File: config.mk
export PLATFORM = sky130hd
export DESIGN_NAME = instr_sequencer
export DESIGN_NICKNAME = d
export VERILOG_FILES = /design/src/rtl/risc_seq_pkg.sv /design/src/rtl/mem_wait_timer.sv /design/src/rtl/instr_sequencer.sv
export SDC_FILE = /design/constraint.sdc
export NUM_CORES = 1
export LEC_CHECK = 0
export ABC_AREA = 1
export BUFFER_PORTS_ARGS = -buffer_cell sky130_fd_sc_hd__buf_2
export CAP_MARGIN = 10
export CORE_MARGIN = 8
export CORE_UTILIZATION = 45
export DETAILED_ROUTE_END_ITERATION = 8
export PLACE_DENSITY = 0.69
export SETUP_SLACK_MARGIN = 0.3
export SLEW_MARGIN = 20
export SYNTH_ARGS = -nofsm -noshare
export SYNTH_HDL_FRONTEND = slang
export SYNTH_SLANG_ARGS = --single-unit
File: constraint.sdc
create_clock -name clk -period 1.8 [get_ports clk]
set_input_delay 0.27 -clock clk [delete_from_list [all_inputs] [get_ports clk]]
set_output_delay 0.27 -clock clk [all_outputs]
set_load 0.01 [all_outputs]
File: src/rtl/risc_seq_pkg.sv
// ----------------------------------------------------------------------------
// risc_seq_pkg
// Shared definitions for the multi-cycle instruction sequencer:
//   - state_t      : FSM state encoding, also exported on state_o for debug
//   - CF_*         : bit positions of the latched decoder control flags
//   - MEM_TIMEOUT_DEF : default number of cycles a memory request may wait
// ----------------------------------------------------------------------------
package risc_seq_pkg;

    // Default memory wait budget before the sequencer gives up and faults.
    localparam int MEM_TIMEOUT_DEF = 16;

    // Sequencer states. FETCH covers both the idle and the requesting phase;
    // the difference is carried by the registered imem_req output.
    typedef enum logic [2:0] {
        S_FETCH  = 3'd0,
        S_DECODE = 3'd1,
        S_EXEC   = 3'd2,
        S_MEM    = 3'd3,
        S_WB     = 3'd4,
        S_FAULT  = 3'd5
    } state_t;

    // Bit positions of the control flags captured from the decoder.
    localparam int CF_RW = 0;   // instruction writes the register file
    localparam int CF_RD = 1;   // instruction is a load
    localparam int CF_WR = 2;   // instruction is a store
    localparam int CF_W  = 3;   // number of control flags

endpackage

File: src/rtl/mem_wait_timer.sv
// ----------------------------------------------------------------------------
// mem_wait_timer
// Counts cycles spent waiting for a memory acknowledge.
//   clk      in  system clock
//   reset_n  in  asynchronous active-low reset
//   clear    in  restart the count at zero (no request outstanding)
//   tick     in  one more cycle spent waiting without an acknowledge
//   expired  out count has reached MEM_TIMEOUT-1 (last cycle an ack may land)
// ----------------------------------------------------------------------------
module mem_wait_timer
    import risc_seq_pkg::*;
#(
    parameter int MEM_TIMEOUT = MEM_TIMEOUT_DEF
) (
    input  logic clk,
    input  logic reset_n,
    input  logic clear,
    input  logic tick,
    output logic expired
);

    localparam int            W    = $clog2(MEM_TIMEOUT);
    localparam logic [W-1:0]  LAST = W'(MEM_TIMEOUT - 1);

    logic [W-1:0] count;

    // The count holds at LAST rather than wrapping; the sequencer leaves the
    // waiting state on that cycle anyway, so holding just keeps expired stable.
    always_ff @(posedge clk or negedge reset_n) begin
        if (!reset_n) begin
            count <= '0;
        end else if (clear) begin
            count <= '0;
        end else if (tick && !expired) begin
            count <= count + 1'b1;
        end
    end

    assign expired = (count == LAST);

endmodule

File: src/rtl/instr_sequencer.sv
// ----------------------------------------------------------------------------
// instr_sequencer
// Multi-cycle control FSM: fetch, decode, execute, memory, writeback.
//   clk, reset_n        clock and asynchronous active-low reset
//   run                 permission to start a new instruction fetch
//   imem_req/imem_ack   instruction memory handshake
//   ir_en               load instruction register (pulse)
//   dec_*               decoder outputs: register write, load, store
//   ctrl_en             latch decoder control word in the datapath (pulse)
//   dmem_rd/dmem_wr     data memory requests, held until dmem_ack
//   rf_we               register-file write enable (pulse)
//   pc_en               PC update / retire (pulse)
//   state_o             current state encoding (debug)
//   retired             count of retired instructions (wraps)
//   fault               sticky fault flag, cleared only by reset
// All outputs are registered: each strobe is high in the cycle after the
// state that decided it.
// ----------------------------------------------------------------------------
module instr_sequencer
    import risc_seq_pkg::*;
#(
    parameter int MEM_TIMEOUT = MEM_TIMEOUT_DEF,
    parameter int CNT_W       = 32
) (
    input  logic             clk,
    input  logic             reset_n,
    input  logic             run,
    output logic             imem_req,
    input  logic             imem_ack,
    output logic             ir_en,
    input  logic             dec_reg_write,
    input  logic             dec_data_read,
    input  logic             dec_data_write,
    output logic             ctrl_en,
    output logic             dmem_rd,
    output logic             dmem_wr,
    input  logic             dmem_ack,
    output logic             rf_we,
    output logic             pc_en,
    output logic [2:0]       state_o,
    output logic [CNT_W-1:0] retired,
    output logic             fault
);

    state_t            state;
    state_t            state_nxt;
    logic [CF_W-1:0]   flags;

    logic imem_req_nxt;
    logic ir_en_nxt;
    logic ctrl_en_nxt;
    logic dmem_rd_nxt;
    logic dmem_wr_nxt;
    logic rf_we_nxt;
    logic pc_en_nxt;
    logic fault_nxt;

    logic waiting;
    logic cur_ack;
    logic tmr_clear;
    logic tmr_tick;
    logic tmr_expired;

    // A request is outstanding while FETCH has issued imem_req or while in
    // MEM. The timer restarts whenever nothing is outstanding, so it always
    // reads zero in the first cycle of a new request.
    always_comb begin
        waiting   = ((state == S_FETCH) && imem_req) || (state == S_MEM);
        cur_ack   = (state == S_FETCH) ? imem_ack : dmem_ack;
        tmr_clear = !waiting;
        tmr_tick  = waiting && !cur_ack;
    end

    mem_wait_timer #(
        .MEM_TIMEOUT(MEM_TIMEOUT)
    ) u_timer (
        .clk     (clk),
        .reset_n (reset_n),
        .clear   (tmr_clear),
        .tick    (tmr_tick),
        .expired (tmr_expired)
    );

    // State register plus every registered output. Decoder flags are
    // captured during DECODE so EXEC and MEM act on a stable copy.
    always_ff @(posedge clk or negedge reset_n) begin
        if (!reset_n) begin
            state    <= S_FETCH;
            flags    <= '0;
            imem_req <= 1'b0;
            ir_en    <= 1'b0;
            ctrl_en  <= 1'b0;
            dmem_rd  <= 1'b0;
            dmem_wr  <= 1'b0;
            rf_we    <= 1'b0;
            pc_en    <= 1'b0;
            retired  <= '0;
            fault    <= 1'b0;
        end else begin
            state    <= state_nxt;
            if (state == S_DECODE) begin
                flags[CF_RW] <= dec_reg_write;
                flags[CF_RD] <= dec_data_read;
                flags[CF_WR] <= dec_data_write;
            end
            imem_req <= imem_req_nxt;
            ir_en    <= ir_en_nxt;
            ctrl_en  <= ctrl_en_nxt;
            dmem_rd  <= dmem_rd_nxt;
            dmem_wr  <= dmem_wr_nxt;
            rf_we    <= rf_we_nxt;
            pc_en    <= pc_en_nxt;
            if (pc_en_nxt) begin
                retired <= retired + CNT_W'(1);
            end
            fault    <= fault_nxt;
        end
    end

    // Next-state decisions. Load and store together is an illegal control
    // word and faults straight from EXEC without touching data memory.
    always_comb begin
        state_nxt = state;
        case (state)
            S_FETCH: begin
                if (imem_req) begin
                    if (imem_ack) begin
                        state_nxt = S_DECODE;
                    end else if (tmr_expired) begin
                        state_nxt = S_FAULT;
                    end
                end
            end
            S_DECODE: state_nxt = S_EXEC;
            S_EXEC: begin
                if (flags[CF_RD] && flags[CF_WR]) begin
                    state_nxt = S_FAULT;
                end else if (flags[CF_RD] || flags[CF_WR]) begin
                    state_nxt = S_MEM;
                end else if (flags[CF_RW]) begin
                    state_nxt = S_WB;
                end else begin
                    state_nxt = S_FETCH;
                end
            end
            S_MEM: begin
                if (dmem_ack) begin
                    state_nxt = flags[CF_RD] ? S_WB : S_FETCH;
                end else if (tmr_expired) begin
                    state_nxt = S_FAULT;
                end
            end
            S_WB:    state_nxt = S_FETCH;
            S_FAULT: state_nxt = S_FAULT;
            default: state_nxt = S_FAULT;
        endcase
    end

    // Next values of the registered outputs. Requests are held until their
    // ack or until the wait budget runs out; a request is never withdrawn
    // because run drops.
    always_comb begin
        imem_req_nxt = 1'b0;
        ir_en_nxt    = 1'b0;
        ctrl_en_nxt  = 1'b0;
        dmem_rd_nxt  = 1'b0;
        dmem_wr_nxt  = 1'b0;
        rf_we_nxt    = 1'b0;
        pc_en_nxt    = 1'b0;
        case (state)
            S_FETCH: begin
                if (imem_req) begin
                    if (imem_ack) begin
                        ir_en_nxt = 1'b1;
                    end else if (!tmr_expired) begin
                        imem_req_nxt = 1'b1;
                    end
                end else begin
                    imem_req_nxt = run;
                end
            end
            S_DECODE: ctrl_en_nxt = 1'b1;
            S_EXEC: begin
                if (!(flags[CF_RD] && flags[CF_WR])) begin
                    dmem_rd_nxt = flags[CF_RD];
                    dmem_wr_nxt = flags[CF_WR];
                    pc_en_nxt   = !flags[CF_RD] && !flags[CF_WR] && !flags[CF_RW];
                end
            end
            S_MEM: begin
                if (dmem_ack) begin
                    pc_en_nxt = flags[CF_WR];
                end else if (!tmr_expired) begin
                    dmem_rd_nxt = flags[CF_RD];
                    dmem_wr_nxt = flags[CF_WR];
                end
            end
            S_WB: begin
                rf_we_nxt = 1'b1;
                pc_en_nxt = 1'b1;
            end
            default: ;
        endcase
        fault_nxt = (state_nxt == S_FAULT);
    end

    assign state_o = state;

endmodule

==> results.toml, run 1 <==
[routing]
drtAntennaViolNets = 0
highest_layer = "met4"
m1WireLength_mm = 2.990
drt_first_pass_iters = 4
route.detailed.wl_per_inst_um = 14.03
met3_length_um = 458
dr_total_vias = 2615
routed_wirelength_mm = 7.154
1st_iter_drt_viols = 166
route.detailed.drc = 0
via_per_inst = 5.127
met2RoutedLength_mm = 3.544

[global_routing]
grt_pass1_wl_mm = 11.50
vias_in_the_first_global_route = 2521
grt_use_total_pct = 15.98
gr-total-overflow = 0
grt_max_degree = 34
grt_antenna_before_repair = 0

[layout]
multi_input_comb_area_um2 = 1409
layout.cell_area.non_filler_um2 = 3607
synthToLayoutAreaGrowth_pct = 31.34
seq_area_um2 = 1255
drive_above_1_share_pct = 29.43
n_fill_cell = 515
finalCoreUtilization_pct = 60.93
finish.net_count = 449
ant_diodes = 0

[clocking]
clk_path_buf_depth = 2
clkTransAtPathRegs_ps = 90
clk_latency_ps = 310
clk_root_buffer_cell = "sky130_fd_sc_hd__clkbuf_8"
total_cts_buffers = 5
ctsHtreeMaxLevel = 2
tritoncts_clock_tree = "built"
clkSinkCount = 50

[power]
power.net_switching_mw = 0.4059
max-vdd-ir-drop_mv = 0.2684
power.switching_fraction_pct = 21.91
p_per_area_nw_per_um2 = 513.6
pwr-share-seq_pct = 60.6
power_frac_clock_pct = 37.0
cellLeakagePower_nw = 1.812
comb_power_share_pct = 2.5
cellInternalPower_mw = 1.447

[timing]
fmaxAchievable_mhz = 631.6
timing.max_slew.rel_slack_pct = 69.41
final_critical_path_setup_slack_ps = 216.7
period_share_pct = 87.96
period_needed_ps = 1583
finClkSkew_ps = 10.47
drv_slew = 0
grt_setup_unrepaired = "true"
worst_hold_slack_ps = 164.4
number_of_setup_violations_in_the_final_report = 0
timing_worst_slew_pin_value_ps = 456.4
hold_violations = 0
timing.setup.tns_ps = 0

[critical_path]
worst-setup-path-type = "reg2reg"
critPathCaptureType = "register"
start_kind = "register"
critical_path_arrival_ps = 1770
critical_path.max_fanout = 6
critPathRequiredTime_ps = 1990

[logic_synthesis]
synthesis_warnings = 0
synth_flop_cell = "sky130_fd_sc_hd__dfrtp_1"
ys_types = 25
syn-cell-area_um2 = 2746
yosys-top-cells-area = "sky130_fd_sc_hd__dfrtp_1, sky130_fd_sc_hd__nand2_1, sky130_fd_sc_hd__inv_1, sky130_fd_sc_hd__nand3_1, sky130_fd_sc_hd__xnor2_1"
synth.ff_latch_count = 50
async_flop_share_pct = 100.0
synth_top_cell_by_area = "sky130_fd_sc_hd__dfrtp_1"
postSynthNetCount = 374
synth_enable_flop_cells = 0
synthCells = 359
synthesized_area_per_cell_um2 = 7.650
ys_seq_area_share_pct = 45.56
yosysTopAreaCellShare_pct = 45.56

[die]
row_count = 28
floorplan.die.width_um = 94.12
pin_count = 51
fp.dieArea_um2 = 8859
placeableCoreArea_um2 = 5921
die_height_um = 94.12
floorplan.initialDensity_pct = 46.39

[placement]
preCtsSetupSlack_ps = 136.5
dpl-instance-area_um2 = 3099
routabilityCongestion = 0.8496
port_buffers = 50
dp_hpwl_mm = 4.730

[run_status]
status = "finished clean"

[hold_path]
timing.hold.worst.class = "in2reg"

[flow_run]
maxcap_viol_count = 0
worst paths after layout:
| kind | from | endpoint | slack [ps] | depth (start not counted) |
|---|---|---|---|---|
| worst max-delay path | flags[2] | retired[5] | 220 | 10 |
| worst min-delay path | dec_reg_write | flags[0] | 160 | 3 |
| worst max register to register | flags[2] | retired[5] | 220 | 10 |
| worst min register to register | retired[31] | retired[31] | 500 | 2 |
| max in group asynchronous | reset_n | state_o[2] | 850 | 3 |
| min in group asynchronous | reset_n | retired[15] | 410 | 2 |
layout make-up:
| type | instances | area share, % |
|---|---|---|
| Multi-Input combinational cell | 256 | 39.06 |
| Sequential cell | 50 | 34.79 |
| Timing Repair Buffer | 73 | 16.02 |
| Inverter | 48 | 4.995 |
| Tap cell | 75 | 2.601 |
| Clock buffer | 7 | 2.393 |
| Clock inverter | 1 | 0.1387 |
timing repair:
item                                   in CTS  in global routing
hold buffers                                1                  0
setup endpoints to repair                  32                 37
gates cloned                                3                  3
setup buffers                               8                  4
gates resized for setup                    14                 34
endpoints found under the hold margin      17                  0
pin swaps                                   1                 16
flip-flops by register name, indices dropped and copies added (netlist names):
register and flops:
state_o 3, pc_en 1, u_timer.count 4, dmem_wr 1, ir_en 1, fault 1, dmem_rd 1, ctrl_en 1
rf_we 1, flags 3, retired 32, imem_req 1
power by group through the flow:
stage	sequential (mW)	clock, mW	combinational [mW]
final	1.12	0.685	0.0454
after global routing	1.12	0.741	0.0533
after CTS	1.12	0.702	0.0473
after detailed placement	1.14	0	0.0459
after global placement	1.14	0	0.0440
after floorplan	1.14	0	0.00695
critical path: stages (launching register included):
cell	delay [ps]
sky130_fd_sc_hd__dfrtp_1	420
sky130_fd_sc_hd__inv_2	100
sky130_fd_sc_hd__ha_4	140
sky130_fd_sc_hd__nand2_2	40
sky130_fd_sc_hd__nor2_1	100
sky130_fd_sc_hd__nand2_1	100
sky130_fd_sc_hd__nand3_4	110
sky130_fd_sc_hd__buf_6	130
sky130_fd_sc_hd__clkbuf_16	140
sky130_fd_sc_hd__nand2_1	60
sky130_fd_sc_hd__xnor2_1	130
layout by cell type (no fill, tap or decap), types with 4 or more instances in the layout:
cell type / n
sky130_fd_sc_hd__ha_1: 5
sky130_fd_sc_hd__a21oi_1: 5
sky130_fd_sc_hd__nor2_1: 34
sky130_fd_sc_hd__nand2_2: 13
sky130_fd_sc_hd__buf_2: 50
sky130_fd_sc_hd__o21ai_0: 5
sky130_fd_sc_hd__nand2_1: 106
sky130_fd_sc_hd__dfrtp_1: 47
sky130_fd_sc_hd__nor2_2: 6
sky130_fd_sc_hd__nand3_2: 10
sky130_fd_sc_hd__nand3_1: 19
sky130_fd_sc_hd__clkbuf_8: 6
sky130_fd_sc_hd__inv_2: 7
sky130_fd_sc_hd__nand4_1: 14
sky130_fd_sc_hd__xor2_1: 4
sky130_fd_sc_hd__inv_1: 41
sky130_fd_sc_hd__buf_4: 11
sky130_fd_sc_hd__xnor2_1: 15
per-layer routing:
| layer | GRT usage [%] | vias up |
|---|---|---|
| li1 | - | 1284 |
| met1 | 18.82 | 1228 |
| met2 | 27.36 | 89 |
| met3 | 4.396 | 14 |
| met4 | 5.152 | 0 |
| met5 | 0 | - |
cells in the mapped netlist, types with 2 or more instances:
master and n:
sky130_fd_sc_hd__nand2_1 118, sky130_fd_sc_hd__dfrtp_1 50, sky130_fd_sc_hd__inv_1 45, sky130_fd_sc_hd__nor2_1 36, sky130_fd_sc_hd__nand3_1 30, sky130_fd_sc_hd__xnor2_1 16, sky130_fd_sc_hd__nand4_1 14, sky130_fd_sc_hd__ha_1 7
sky130_fd_sc_hd__nor2_2 6, sky130_fd_sc_hd__a21oi_1 5, sky130_fd_sc_hd__o21ai_0 5, sky130_fd_sc_hd__xor2_1 4, sky130_fd_sc_hd__buf_6 3, sky130_fd_sc_hd__inv_2 3, sky130_fd_sc_hd__nand3b_1 3, sky130_fd_sc_hd__nor3_1 3
sky130_fd_sc_hd__nand2_2 2, sky130_fd_sc_hd__o31ai_1 2
cell families after synthesis:
family	Yosys count	share of synthesized area, %
compound gates	14	2.870
flops	50	45.56
xor+xnor	20	6.378
buf+inv	53	8.246
simple gates	215	33.76
fa+ha+maj	7	3.189
stage by stage:
step | power [mW] | cells
floorplan | 1.152 | 359
global placement | 1.188 | 483
detailed placement | 1.190 | 483
CTS | 1.871 | 503
global route | 1.917 | 510
finish | 1.853 | 510
Power figures use the tool's default switching activity.
==> inputs of run 2 (changes only) <==
--- a/config.mk
+++ b/config.mk
@@ -9,9 +9,9 @@
 export BUFFER_PORTS_ARGS = -buffer_cell sky130_fd_sc_hd__buf_2
 export CAP_MARGIN = 10
 export CORE_MARGIN = 8
-export CORE_UTILIZATION = 45
+export CORE_UTILIZATION = 55
 export DETAILED_ROUTE_END_ITERATION = 8
-export PLACE_DENSITY = 0.69
+export PLACE_DENSITY = 0.81
 export SETUP_SLACK_MARGIN = 0.3
 export SLEW_MARGIN = 20
 export SYNTH_ARGS = -nofsm -noshare
==> results.toml, run 2 (synthesis results as in run 1) <==
[clocking]
ctsHtreeMaxLevel = 2
total_cts_buffers = 5
clk_root_buffer_cell = "sky130_fd_sc_hd__clkbuf_8"
tritoncts_clock_tree = "built"
clkTransAtPathRegs_ps = 90
clk_path_buf_depth = 2
clkSinkCount = 50
clk_latency_ps = 300

[power]
comb_power_share_pct = 2.4
cellLeakagePower_nw = 1.912
p_per_area_nw_per_um2 = 505.2
power.switching_fraction_pct = 21.12
power.net_switching_mw = 0.3872
cellInternalPower_mw = 1.446
pwr-share-seq_pct = 61.2
power_frac_clock_pct = 36.4
max-vdd-ir-drop_mv = 0.4303
design_power_total_mw = 1.834

[placement]
routabilityCongestion = 0.9403
dp_hpwl_mm = 4.526
dpl-instance-area_um2 = 3089
port_buffers = 50

[layout]
ant_diodes = 0
finish.net_count = 449
synthToLayoutAreaGrowth_pct = 32.16
largest_register_ff_count = 32
register_containing_the_most_flip_flops_in_the_final_layout = "retired"
biggestRegsByFlops = "retired (32), u_timer.count (4)"
layout.cells.most_common = "sky130_fd_sc_hd__nand2_1"
mostFrequentLayoutCells = "sky130_fd_sc_hd__nand2_1, sky130_fd_sc_hd__buf_2, sky130_fd_sc_hd__dfrtp_1"
n_fill_cell = 311
layout.cell_area.non_filler_um2 = 3630
drive_above_1_share_pct = 29.66

[timing]
number_of_setup_violations_in_the_final_report = 0
hold_violations = 0
drv_slew = 0
timing.setup.tns_ps = 0
grt_setup_unrepaired = "true"
worst_hold_slack_ps = 186.6
finClkSkew_ps = 6.720
period_needed_ps = 1614
fmaxAchievable_mhz = 619.4
timing_worst_slew_pin_value_ps = 501.9
timing.max_slew.rel_slack_pct = 66.54
period_share_pct = 89.69

[die]
pin_count = 51
placeableCoreArea_um2 = 4786
row_count = 25
die_height_um = 86.67
floorplan.initialDensity_pct = 57.39
floorplan.die.width_um = 86.67
fp.dieArea_um2 = 7511

[critical_path]
start_kind = "register"
critical_path.max_fanout = 6
critPathCaptureType = "register"
worst-setup-path-type = "reg2reg"
critPathRequiredTime_ps = 2000
critical_path_arrival_ps = 1810

[global_routing]
grt_antenna_before_repair = 0
gr-total-overflow = 0
groute.layer.met2.usage_pct = 30.42
grt_use_total_pct = 17.54
grtUsageMet1_pct = 20.09
grtUsageMet3_pct = 4.820
grt_max_degree = 31
grt_pass1_wl_mm = 10.72
vias_in_the_first_global_route = 2440
busiest_layer = "met2"

[routing]
routed_wirelength_mm = 7.600
drt_first_pass_iters = 7
1st_iter_drt_viols = 281
via_per_inst = 5.550
route.detailed.drc = 0
drtAntennaViolNets = 0
route.detailed.wl_per_inst_um = 15.14
dr_total_vias = 2786

[run_status]
status = "finished clean"

[hold_path]
timing.hold.worst.class = "in2reg"

[flow_run]
maxcap_viol_count = 0
run 2: cell count changes in the layout (fill, tap and decap cells not counted), sizes merged:
cell,delta
clkbuf,+1
buf,-1
run 2: layout make-up:
type	instances	area, um2	share of cell area, %
clock inverters	1	5.005	0.1379
well taps	67	83.83	2.310
repair buffers	73	575.6	15.86
inverters	48	182.7	5.033
multi-input cells	256	1441	39.71
flip-flops and latches	50	1255	34.57
clock buffers	7	86.33	2.378
run 2: per-stage QoR:
step	utilization (%)	instances	worst slack, ps
after CTS	70.07	495	273.0
after global routing	75.84	502	84.14
after global placement	64.55	475	181.9
final	75.84	502	185.6
after detailed placement	64.55	475	173.3
after floorplan	-	359	328.9
run 2: what timing repair did:
action / CTS / global route
hold buffers: 1 / 0
cloned: 2 / 5
gates resized for setup: 15 / 39
setup endpoints to repair: 33 / 37
buffers inserted: 9 / 2
hold endpoints to repair: 20 / 0
pin swaps: 1 / 20
run 2: power by group through the flow:
stage	Combinational, mW	Sequential (mW)	Clock, mW
floorplan	0.00695	1.14	0
global placement	0.0441	1.14	0
global route	0.0514	1.12	0.717
detailed placement	0.0443	1.14	0
CTS	0.0460	1.12	0.687
finish	0.0445	1.12	0.667
run 2: path summary, 6_finish.rpt:
kind	to	slack (ps)	cells past startpoint	from
min reg2reg	retired[31]	500	2	retired[31]
min in group asynchronous	retired[6]	460	2	reset_n
max reg2reg	retired[27]	190	11	flags[2]
min	flags[2]	190	3	dec_data_write
max	retired[27]	190	11	flags[2]
max in group asynchronous	state_o[0]	800	3	reset_n
run 2: metal layers:
layer | share of wire, % | up-vias
met2 | 48 | 167
met5 | 0 | -
li1 | - | 1277
met3 | 9.4 | 42
met1 | 38 | 1300
met4 | 4.4 | 0
run 2: worst max-delay path: stages (launching register included):
cell                        delay, ps
sky130_fd_sc_hd__dfrtp_1          430
sky130_fd_sc_hd__inv_2            100
sky130_fd_sc_hd__ha_4             140
sky130_fd_sc_hd__nand2_2           50
sky130_fd_sc_hd__nor2_2           110
sky130_fd_sc_hd__nand2_2           70
sky130_fd_sc_hd__nand3_4           90
sky130_fd_sc_hd__buf_6            130
sky130_fd_sc_hd__clkbuf_16        150
sky130_fd_sc_hd__nand3_1          110
sky130_fd_sc_hd__nand2_1           90
sky130_fd_sc_hd__nand2_1           40
==> inputs of run 3 (changes only) <==
--- a/config.mk
+++ b/config.mk
@@ -5,10 +5,9 @@
 export SDC_FILE = /design/constraint.sdc
 export NUM_CORES = 1
 export LEC_CHECK = 0
-export ABC_AREA = 1
 export BUFFER_PORTS_ARGS = -buffer_cell sky130_fd_sc_hd__buf_2
 export CAP_MARGIN = 10
-export CORE_MARGIN = 8
+export CORE_MARGIN = 3
 export CORE_UTILIZATION = 55
 export DETAILED_ROUTE_END_ITERATION = 8
 export PLACE_DENSITY = 0.81
==> results.toml, run 3 <==
[layout]
register_containing_the_most_flip_flops_in_the_final_layout = "retired"
biggestRegsByFlops = "retired (32), u_timer.count (4)"
drive_above_1_share_pct = 46.06
largest_register_ff_count = 32
ant_diodes = 0
synthToLayoutAreaGrowth_pct = 42.30
finish.net_count = 344
mostFrequentLayoutCells = "sky130_fd_sc_hd__dfrtp_1, sky130_fd_sc_hd__buf_2, sky130_fd_sc_hd__xor2_1"

[critical_path]
crit_family = "flip-flops"
cpPeakStageDelay_ps = 440
critical_path.max_fanout = 8
critPathCaptureType = "register"
worst-setup-path-type = "reg2reg"
critPathRequiredTime_ps = 2030
start_kind = "register"
cp_slowest_cell = "sky130_fd_sc_hd__dfrtp_1"
timing.reg2reg.worst_path_depth = 7
critical_path.cell_chain = "ha_2 > nor4b_4 > buf_4 > o21ai_4 > buf_12 > a2111oi_4 > xor2_1"
reg2reg_setup_slack_ps = -160
worst-path-stages = 7
worst-path-buf-inv = 2
critical_path_arrival_ps = 2190

[global_routing]
grt_pass1_wl_mm = 11.87
grt_max_degree = 35
vias_in_the_first_global_route = 2312
groute.layer.met2.usage_pct = 40.86
grtUsageMet3_pct = 4.460
busiest_layer = "met2"
grtUsageMet1_pct = 34.49
gr-total-overflow = 0
grt_antenna_before_repair = 0
grt_use_total_pct = 25.46

[logic_synthesis]
synth_top_family_by_area = "compound AO/OA/AOI/OAI gates"
syn-cell-area_um2 = 2745
synthesized_area_per_cell_um2 = 11.39
synth_fa_ha_area_share_pct = 3.191
synth.cells.most_frequent = "sky130_fd_sc_hd__dfrtp_1, sky130_fd_sc_hd__xor2_1, sky130_fd_sc_hd__nand2_1"
synth-compound-area-share_pct = 18.69
area_share_of_and_or_nand_nor_cells_after_synthesis_pct = 16.04
async_flop_share_pct = 100.0
yosys-top-cells-area = "sky130_fd_sc_hd__dfrtp_1, sky130_fd_sc_hd__xor2_1, sky130_fd_sc_hd__a2111oi_2, sky130_fd_sc_hd__ha_1, sky130_fd_sc_hd__a2111oi_4"
synth.ff_latch_count = 50
synthMuxAreaShare_pct = 1.550
postSynthNetCount = 256
synth_enable_flop_cells = 0
ys_seq_area_share_pct = 45.58
yosysMostFrequentCell = "sky130_fd_sc_hd__dfrtp_1"
yosys.area_share.xor_xnor_pct = 10.85
ys_types = 43
synth_top_cell_by_area = "sky130_fd_sc_hd__dfrtp_1"
synthesis_warnings = 0
synth_flop_cell = "sky130_fd_sc_hd__dfrtp_1"
yosysTopAreaCellShare_pct = 45.58
synthCells = 241

[timing]
drv_slew = 0
final_critical_path_setup_slack_ps = -159.2
timing.max_slew.rel_slack_pct = 62.89
timing.setup.tns_ps = -2787
hold_violations = 0
number_of_setup_violations_in_the_final_report = 30
worst_hold_slack_ps = 174.8
period_needed_ps = 1959
grt_setup_unrepaired = "true"
period_share_pct = 108.8
finClkSkew_ps = 10.03
fmaxAchievable_mhz = 510.4
timing_worst_slew_pin_value_ps = 556.6

[die]
placeableCoreArea_um2 = 4786
pin_count = 51
die_height_um = 76.65
floorplan.initialDensity_pct = 57.36
floorplan.die.width_um = 76.65
row_count = 25
fp.dieArea_um2 = 5875

[flow_run]
maxcap_viol_count = 0

[hold_path]
holdPathStages = 3
timing.hold.worst.class = "in2reg"

[clocking]
clkSinkCount = 50
clk_path_buf_depth = 2
tritoncts_clock_tree = "built"
clkTransAtPathRegs_ps = 100
clk_latency_ps = 310
ctsHtreeMaxLevel = 2
total_cts_buffers = 5
clk_root_buffer_cell = "sky130_fd_sc_hd__clkbuf_8"

[placement]
preCtsSetupSlack_ps = -202.9
port_buffers = 50
routabilityCongestion = 0.9031
dp_hpwl_mm = 4.520

[routing]
1st_iter_drt_viols = 124
drtAntennaViolNets = 0
routed_wirelength_mm = 7.925
dr_total_vias = 2368
drt_first_pass_iters = 5
route.detailed.wl_per_inst_um = 19.96
route.detailed.drc = 0
via_per_inst = 5.965

[power]
max-vdd-ir-drop_mv = 0.9106
cellLeakagePower_nw = 1.521
p_per_area_nw_per_um2 = 1286
design_power_total_mw = 5.023

[run_status]
status = "finished with violations"
violated_checks = "negative setup slack"
==> run 3: cell types whose count changed after synthesis, moves of 7 or more <==
cell                        delta
sky130_fd_sc_hd__nor2_1       -30
sky130_fd_sc_hd__xnor2_1      -15
sky130_fd_sc_hd__nand3_1      -15
sky130_fd_sc_hd__a2111oi_2    +14
sky130_fd_sc_hd__xor2_1       +29
sky130_fd_sc_hd__nand2_1     -100
sky130_fd_sc_hd__and3_1        +7
sky130_fd_sc_hd__inv_1        -38
==> run 3: power breakdown <==
part | internal [mW] | switching (mW)
combinational | 1.16 | 1.48
clock | 0.410 | 0.399
sequential | 1.33 | 0.240
total | 2.90 | 2.12
==> run 3: cells by family after synthesis <==
logic type,count (synthesis)
AO/OA/AOI/OAI,49
XOR/XNOR,34
adder cells (fa/ha/maj),7
buffers and inverters,21
flip-flops,50
multiplexers,4
AND/OR/NAND/NOR,76
==> run 3: layout make-up <==
type | count | area [um2]
clock buffer | 5 | 68.82
clock inverter | 3 | 40.04
fill | 280 | 879.6
inverter | 7 | 26.28
multi-input combinational | 170 | 1753
sequential | 50 | 1252
tap | 67 | 83.83
timing repair buffer | 95 | 681.9
==> run 3: per-layer routing <==
metal | up-vias | share of wire (%)
met2 | 94 | 50
met1 | 1185 | 43
li1 | 1070 | -
met4 | 0 | 2.5
met5 | - | 0
met3 | 19 | 4.9
==> run 3: worst register-to-register path: cells and delay by family (launching register included) <==
family                   cells  cell delay (ps)
AO/OA/AOI/OAI                2              410
XOR/XNOR                     1              210
adder cells (fa/ha/maj)      1              220
buffers and inverters        2              370
flip-flops                   1              440
AND/OR/NAND/NOR              1              210
==> run 3: stage by stage <==
step / utilization (%) / instances / area (um2)
5_1_grt: 81.62 / 397 / 3906
6_report: 81.62 / 397 / 3906
4_1_cts: 76.65 / 383 / 3669
3_3_place_gp: 70.75 / 366 / 3386
2_1_floorplan: - / 241 / 2942
3_5_place_dp: 70.75 / 366 / 3386
==> run 3: worst paths after layout <==
path,from,end
setup / recovery,flags[2],retired[20]
hold / removal,dec_data_read,flags[1]
setup reg to reg,flags[2],retired[20]
hold reg to reg,retired[31],retired[31]
max in group asynchronous,reset_n,retired[19]
min in group asynchronous,reset_n,dmem_wr
==> run 3: repair_timing <==
item / 4_1_cts / 5_1_grt
hold buffers: 1 / 0
endpoints found under the setup margin: 40 / 43
resized for setup: 20 / 24
endpoints found under the hold margin: 16 / 0
pin swaps: 16 / 14
setup buffers: 8 / 13
cloned: 0 / 1
